[src/rtl/pipe_stall_ctrl_pkg.sv]
// Shared types and constants for the pipeline stall controller.
// Holds the Tnew/Tuse encoding, default mult/div latencies and the register-hazard helper.
`timescale 1ns/1ps
package pipe_stall_ctrl_pkg;

    localparam int T_WIDTH = 2;
    typedef logic [T_WIDTH-1:0] t_val_t;
    typedef logic [4:0]         reg_addr_t;

    localparam t_val_t    TUSE_NEVER          = 2'd3;
    localparam int        DEFAULT_MULT_CYCLES = 5;
    localparam int        DEFAULT_DIV_CYCLES  = 10;
    localparam reg_addr_t ZERO_REG            = 5'd0;

    typedef enum logic {
        MD_IDLE = 1'b0,
        MD_BUSY = 1'b1
    } md_state_e;

    // A producer blocks D when it writes the source register and its result
    // will not be forwardable before D needs it; $0 never creates a hazard.
    function automatic logic reg_hazard(input reg_addr_t src, input t_val_t tuse,
                                        input reg_addr_t dst, input t_val_t tnew);
        return (src != ZERO_REG) && (tuse != TUSE_NEVER) && (dst == src) && (tnew > tuse);
    endfunction

endpackage

[src/rtl/md_busy_counter.sv]
// Busy tracker for the multi-cycle multiply/divide unit.
// Loads the operation latency on start and counts down to zero.
`timescale 1ns/1ps
module md_busy_counter
    import pipe_stall_ctrl_pkg::*;
#(
    parameter int MULT_CYCLES = DEFAULT_MULT_CYCLES,
    parameter int DIV_CYCLES  = DEFAULT_DIV_CYCLES
) (
    input  logic clk,
    input  logic reset,
    input  logic start,
    input  logic is_div,
    output logic busy,
    output logic done
);

    localparam int CNT_W = $clog2(DIV_CYCLES + 1);
    localparam logic [CNT_W-1:0] MULT_LOAD = CNT_W'(MULT_CYCLES);
    localparam logic [CNT_W-1:0] DIV_LOAD  = CNT_W'(DIV_CYCLES);

    logic [CNT_W-1:0] cnt;
    logic [CNT_W-1:0] cnt_next;
    md_state_e        state;

    assign state = (cnt == '0) ? MD_IDLE : MD_BUSY;

    always_ff @(posedge clk or posedge reset) begin
        if (reset)
            cnt <= '0;
        else
            cnt <= cnt_next;
    end

    // A start arriving while already busy is illegal upstream and is dropped here.
    always_comb begin
        cnt_next = cnt;
        case (state)
            MD_IDLE: if (start) cnt_next = is_div ? DIV_LOAD : MULT_LOAD;
            MD_BUSY: cnt_next = cnt - CNT_W'(1);
            default: cnt_next = '0;
        endcase
    end

    always_comb begin
        busy = (state == MD_BUSY);
        done = (cnt == CNT_W'(1));
    end

endmodule

[src/rtl/pipe_stall_ctrl.sv]
// Hazard/stall controller deciding whether the D-stage instruction may advance.
// Optional feature macro: STALL_CNT_EN adds a free-running stall-cycle counter output.
`timescale 1ns/1ps
module pipe_stall_ctrl
    import pipe_stall_ctrl_pkg::*;
#(
    parameter int MULT_CYCLES = DEFAULT_MULT_CYCLES,
    parameter int DIV_CYCLES  = DEFAULT_DIV_CYCLES
) (
    input  logic        clk,
    input  logic        reset,
    input  logic [4:0]  D_rs_addr,
    input  logic [4:0]  D_rt_addr,
    input  logic [1:0]  D_Tuse_rs,
    input  logic [1:0]  D_Tuse_rt,
    input  logic        D_is_md,
    input  logic [4:0]  E_wr_addr,
    input  logic [1:0]  E_Tnew,
    input  logic [4:0]  M_wr_addr,
    input  logic [1:0]  M_Tnew,
    input  logic        E_md_start,
    input  logic        E_md_is_div,
    output logic        stall,
    output logic        PC_WE,
    output logic        D_WE,
    output logic        E_clr,
    output logic        md_busy,
    output logic        md_done
`ifdef STALL_CNT_EN
   ,output logic [31:0] stall_cnt
`endif
);

    logic stall_rs;
    logic stall_rt;
    logic stall_md;

    md_busy_counter #(
        .MULT_CYCLES(MULT_CYCLES),
        .DIV_CYCLES (DIV_CYCLES)
    ) u_md_busy_counter (
        .clk   (clk),
        .reset (reset),
        .start (E_md_start),
        .is_div(E_md_is_div),
        .busy  (md_busy),
        .done  (md_done)
    );

    // An md instruction must also wait for one entering E this cycle, not only one already running.
    always_comb begin
        stall_rs = reg_hazard(D_rs_addr, D_Tuse_rs, E_wr_addr, E_Tnew)
                || reg_hazard(D_rs_addr, D_Tuse_rs, M_wr_addr, M_Tnew);
        stall_rt = reg_hazard(D_rt_addr, D_Tuse_rt, E_wr_addr, E_Tnew)
                || reg_hazard(D_rt_addr, D_Tuse_rt, M_wr_addr, M_Tnew);
        stall_md = D_is_md && (md_busy || E_md_start);
        stall    = stall_rs || stall_rt || stall_md;
        PC_WE    = !stall;
        D_WE     = !stall;
        E_clr    = stall;
    end

`ifdef STALL_CNT_EN
    always_ff @(posedge clk or posedge reset) begin
        if (reset)
            stall_cnt <= '0;
        else if (stall)
            stall_cnt <= stall_cnt + 32'd1;
    end
`endif

endmodule

[config.mk]
export PLATFORM = sky130hd
export DESIGN_NAME = pipe_stall_ctrl
export DESIGN_NICKNAME = d
export VERILOG_FILES = /design/src/rtl/pipe_stall_ctrl_pkg.sv /design/src/rtl/md_busy_counter.sv /design/src/rtl/pipe_stall_ctrl.sv
export SDC_FILE = /design/constraint.sdc
export NUM_CORES = 1
export LEC_CHECK = 0
export ABC_AREA = 1
export CORE_MARGIN = 1.5
export CORE_UTILIZATION = 45
export DETAILED_ROUTE_END_ITERATION = 8
export GPL_TIMING_DRIVEN = 0
export PLACE_DENSITY = 0.9
export SLEW_MARGIN = 40
export SYNTH_ARGS = -nofsm -noshare
export SYNTH_HDL_FRONTEND = slang
export SYNTH_SLANG_ARGS = --single-unit
[constraint.sdc]
create_clock -name clk -period 2.6 [get_ports clk]
set_clock_uncertainty 0.15 [all_clocks]
set_input_delay 0.52 -clock clk [delete_from_list [all_inputs] [get_ports clk]]
set_output_delay 0.52 -clock clk [all_outputs]
set_load 0.05 [all_outputs]
Word level (Yosys, flattened, before mapping)
Index checks and enable logic that the tools add are counted.
- reduce and logical (&&, ||, !) cells: 20
- $add $sub $neg: 1
- order comparisons: 4
- equal/unequal tests: 8
- mux-type cells: 4
- operators with widths (kind ; number):
    equality test 5 bit ; 4
    logical AND 1 bit ; 11
    nonzero test 5 bit ; 2
    greater-than comparator 2 bit ; 4
    two-way mux 4 bit ; 2
    case mux 4 bit (2 select lines) ; 1
    inequality test 2 bit, second input constant ; 3
    logical OR 1 bit ; 5
    equality test 4 x 1 -> 1 bit, second input constant ; 1
    logical NOT 4 bit ; 1
    subtractor 4 x 1 -> 4 bit, second input constant ; 1
    logical NOT 1 bit ; 1
    two-way mux 1 bit ; 1
- output and inout port bits: 6
- register bits after elaboration: 4
- bits of input ports: 33
- word-level logic and storage cells: 38

Depth between registers and ports, before layout
- depth after elaboration: 8
- gate-level depth with buffers: 13
- mapped depth without buffers: 12

Hierarchy
Synthesis repeated with hierarchy kept, for this count alone.
- cell total of the unflattened synthesis: 170
- area total of the unflattened synthesis: 937.1 um^2
- modules (own cells, without submodules) (module ; instances ; area an instance (um^2) ; cells each ; seq. area each (um^2)):
    pipe_stall_ctrl ; 1 ; 651.9 ; 132 ; 0.0
    md_busy_counter ; 1 ; 285.3 ; 38 ; 100.1

Worst setup path before layout
Ideal clock, no wire load.
- kind: input to output
- start: input D_Tuse_rt[1]
- end: output PC_WE
- path buffers: 1
- data arrival time: 2274 ps
- slack: -344 ps
- cell stages on the path: 10
- data required time: 1930 ps
- path through: inv_1 ha_1 a21oi_1 nor2_1 nand3_2 nand2_1 nand2_1 inv_1 nor2_1 buf_4
- cells in the longest elaborated chain, start to end: 8
- elaborated cells between the ends (all ways): 12
- those cells by class: order compare (2); eq/ne (1); reduce/logical (9)
- RTL lines (item ; RTL line ; source):
    start, declared ; pipe_stall_ctrl.sv:15 ; input logic [1:0] D_Tuse_rt,
    inequality test 2 bit ; pipe_stall_ctrl_pkg.sv:24 ; return (src != ZERO_REG) && (tuse != TUSE_NEVER) && (dst == src) && (tnew > tuse);
    logical AND 1 bit (3 in a row) ; pipe_stall_ctrl_pkg.sv:24 ;
    logical OR 1 bit * ; pipe_stall_ctrl.sv:55 ; || reg_hazard(D_rt_addr, D_Tuse_rt, M_wr_addr, M_Tnew);
    logical OR 1 bit * (2 in a row) ; pipe_stall_ctrl.sv:57 ; stall = stall_rs || stall_rt || stall_md;
    logical NOT 1 bit * ; - ;
    end, declared ; pipe_stall_ctrl.sv:24 ; output logic PC_WE,
Every way passes the cells marked *; elsewhere a longest branch is shown, timed or not.

Worst setup path after layout
- start: input M_Tnew[0]
- end: output PC_WE
- cells in the longest elaborated chain, start to end: 6
- elaborated cells between the ends (all ways): 9
- those cells by class: order compare (2); reduce/logical (7)
- RTL lines (item ; RTL line ; source):
    start, declared ; pipe_stall_ctrl.sv:20 ; input logic [1:0] M_Tnew,
    greater-than comparator 2 bit ; pipe_stall_ctrl_pkg.sv:24 ;
    logical AND 1 bit ; pipe_stall_ctrl_pkg.sv:24 ;
    logical OR 1 bit, on equally long branches ; pipe_stall_ctrl.sv:53, pipe_stall_ctrl.sv:55 ;
    logical OR 1 bit * (2 in a row) ; pipe_stall_ctrl.sv:57 ;
    logical NOT 1 bit * ; pipe_stall_ctrl.sv:58 ; PC_WE = !stall;
Marked as above.

==> flow_summary.ini <==
[layout]
reg_top3 = u_md_busy_counter.cnt x4
drive_gt1_frac = 0.258
nNetsFinal = 255
largest_register_ff_count = 4
syn_to_final_growth_pct = 62.5
diodes = 0
final_cell_area_sq_mm = 0.00147
regMostFlops = u_md_busy_counter.cnt

[floorplanning]
num_io_pins = 39
dieWidth_um = 47.8
die_h_um = 47.8
design.core.area_sq_mm = 0.00192
rows = 16
start_util = 0.471
fp.dieArea_sq_mm = 0.00229

[global_route]
grt_usage = 0.259
grt.overflow.total = 0
grt_pass1_wl_um = 4040
antenna_found_initial = 0
first_global_vias = 981
grt_max_degree = 7

[route]
via_per_inst = 4.68
dr.pass1.iters = 4
drc = 0
wl_per_cell_um = 11.6
vias = 1105
ant_nets = 0
routed_wl_um = 2740
drt-initial-drc-count = 12

[setup_path]
cpPeakStageDelay_ns = 0.20
rr_startpoint = u_md_busy_counter.cnt[0]
startpoint = M_Tnew[0]
crit_required_ns = 1.93
crit_top_cell = nand2_2
cp_num_buf_inv = 4
setup.worst_path.start_class = input port
cp_slowest_cell = ha_4
path_class = in2out
crit_chain = clkdlybuf4s15_1 > inv_2 > ha_4 > nand2_2 > o21ai_1 > nor2_1 > nand3_1 > nand2_1 > nand2_2 > nand2_2 > nor2_4 > buf_4 > buf_8
worstSetupEndpointType = output port
crit_path_max_fanout = 2
crit_family = buffers and inverters
crit_arrival_ns = 1.84

[clock_network]
cts_root_buf = clkbuf_4
htreeDepth = 1
insertion_delay_ns = 0.25
clkSinkCount = 4
cts_tree = done
hold_buffers = 0
clkTransAtPathRegs_ns = 0.04
cts-buffers-inserted = 3
cts.path.max_buffers = 2

[yosys]
netlist_area_sq_um = 905
synth-simple-area-share = 0.423
yosysWarningCount = 0
yosys.area_share.xor_xnor = 0.0387
synth_top_area_frac = 0.232
ys_seq_area_frac = 0.111
synth_top_family_by_area = simple AND/OR/NAND/NOR gates
synth_top_cell_by_area = nand2_1
syn_area_per_cell_sq_um = 5.45
synthAdderAreaFrac = 0.152
muxShareOfSynthArea = 0
syn_inst = 166
ys_types = 24
syn_nets = 210
ys_seq_elements = 4
synth.area.top_cells = nand2_1 (23%), ha_1 (15%), inv_1 (14%)
synth_compound_area_frac = 0.0885

[min_path]
hp-class = in2async

[sta]
maxSlewHeadroom = 0.656
slew_violations = 0
finalHoldViolations = 0
finalSetupTns_ns = 0
period_needed_ns = 2.51
fin_crit_sh = 0.964
finalSetupViolCount = 0
fin_ws_ns = 0.0934
tightest_slew_ns = 0.518
clock.fmax_mhz = 399

[flow_run]
cap_viol_max_count = 0

[pwr]
leakagePower_uw = 0.000916
p_per_area_mw_per_mm2 = 456
ir_drop_mv = 0.335

[placed_design]
pre_cts_slack_ns = -0.926
hpwl_um = 2050
portBuffers = 38
place_congestion = 0.828
placed_cell_area_sq_mm = 0.00133

[status]
status = finished clean
==> stage by stage <==
step / cells / power [uW] / util / hold WS, ns
2_1_floorplan: 166 / 420 / - / 0.136
3_3_place_gp: 231 / 542 / 0.693 / 0.420
3_5_place_dp: 231 / 575 / 0.693 / 0.440
4_1_cts: 235 / 659 / 0.735 / 0.302
5_1_grt: 236 / 736 / 0.765 / 0.341
6_report: 236 / 671 / 0.765 / 0.294
==> kinds of logic after synthesis <==
family,Yosys count
flip-flops,4
XOR/XNOR,4
buffers and inverters,43
adder cells (fa/ha/maj),11
AO/OA/AOI/OAI,15
AND/OR/NAND/NOR,89
==> synthesized netlist by cell type, drive strengths merged <==
master	count
a21boi	1
a21oi	4
buf	2
clkinv	1
dfrtp	4
ha	11
inv	40
nand2	58
nand3	7
nand4	2
nor2	20
nor3	1
nor3b	1
o211ai	1
o21ai	9
xnor2	3
xor2	1
==> timing repair <==
action,in CTS,in global routing
endpoints found under the setup margin,5,5
resized for setup,59,36
pin swaps,17,17
setup buffers,1,1
hold endpoints to repair,0,0
==> cells in the final DEF, fill, tap and decap left out, drive strengths merged <==
master,Yosys,routed
inv,40,40
clkdlybuf4s15,0,1
clkdlybuf4s50,0,4
o21ai,9,9
clkinv,1,1
ha,11,11
clkbuf,0,9
nand2,58,58
nand3,7,7
xor2,1,1
dfrtp,4,4
nand4,2,2
nor2,20,20
nor3,1,1
a21boi,1,1
nor3b,1,1
dlygate4sd2,0,8
dlymetal6s2s,0,14
o211ai,1,1
xnor2,3,3
buf,2,9
a21oi,4,4
==> layer usage <==
layer | track usage | wire length (um) | vias up
met2 | 0.496 | 1470 | 35
li1 | - | - | 586
met1 | 0.269 | 1120 | 478
met4 | 0.130 | 81 | 0
met5 | 0 | 0 | -
met3 | 0.0340 | 75 | 6
==> path summary, 6_finish.rpt <==
| kind | endpoint | slack [ns] | depth (start not counted) |
|---|---|---|---|
| worst max-delay path | PC_WE | 0.09 | 13 |
| worst min-delay path | u_md_busy_counter.cnt[1] | 0.29 | 2 |
| max in group asynchronous | u_md_busy_counter.cnt[2] | 1.85 | 2 |
| min in group clk | u_md_busy_counter.cnt[1] | 0.45 | 2 |
| worst min register to register | u_md_busy_counter.cnt[1] | 0.45 | 2 |
| worst max register to register | u_md_busy_counter.cnt[3] | 1.12 | 6 |
==> cell type report <==
| cell class | count | area [sq um] |
|---|---|---|
| well taps | 27 | 33.8 |
| fillers | 162 | 452 |
| plain buffers | 2 | 15.0 |
| multi-input cells | 119 | 761 |
| clock buffers | 3 | 22.5 |
| repair buffers | 40 | 384 |
| flip-flops and latches | 4 | 100 |
| inverters | 41 | 154 |
==> report_power, final <==
part	switching (uW)	internal, uW
clock network	30.7	51.9
logic	263	189
registers	38.9	98.1
total	332	339
Note: power is estimated with default switching activity, not from simulation.
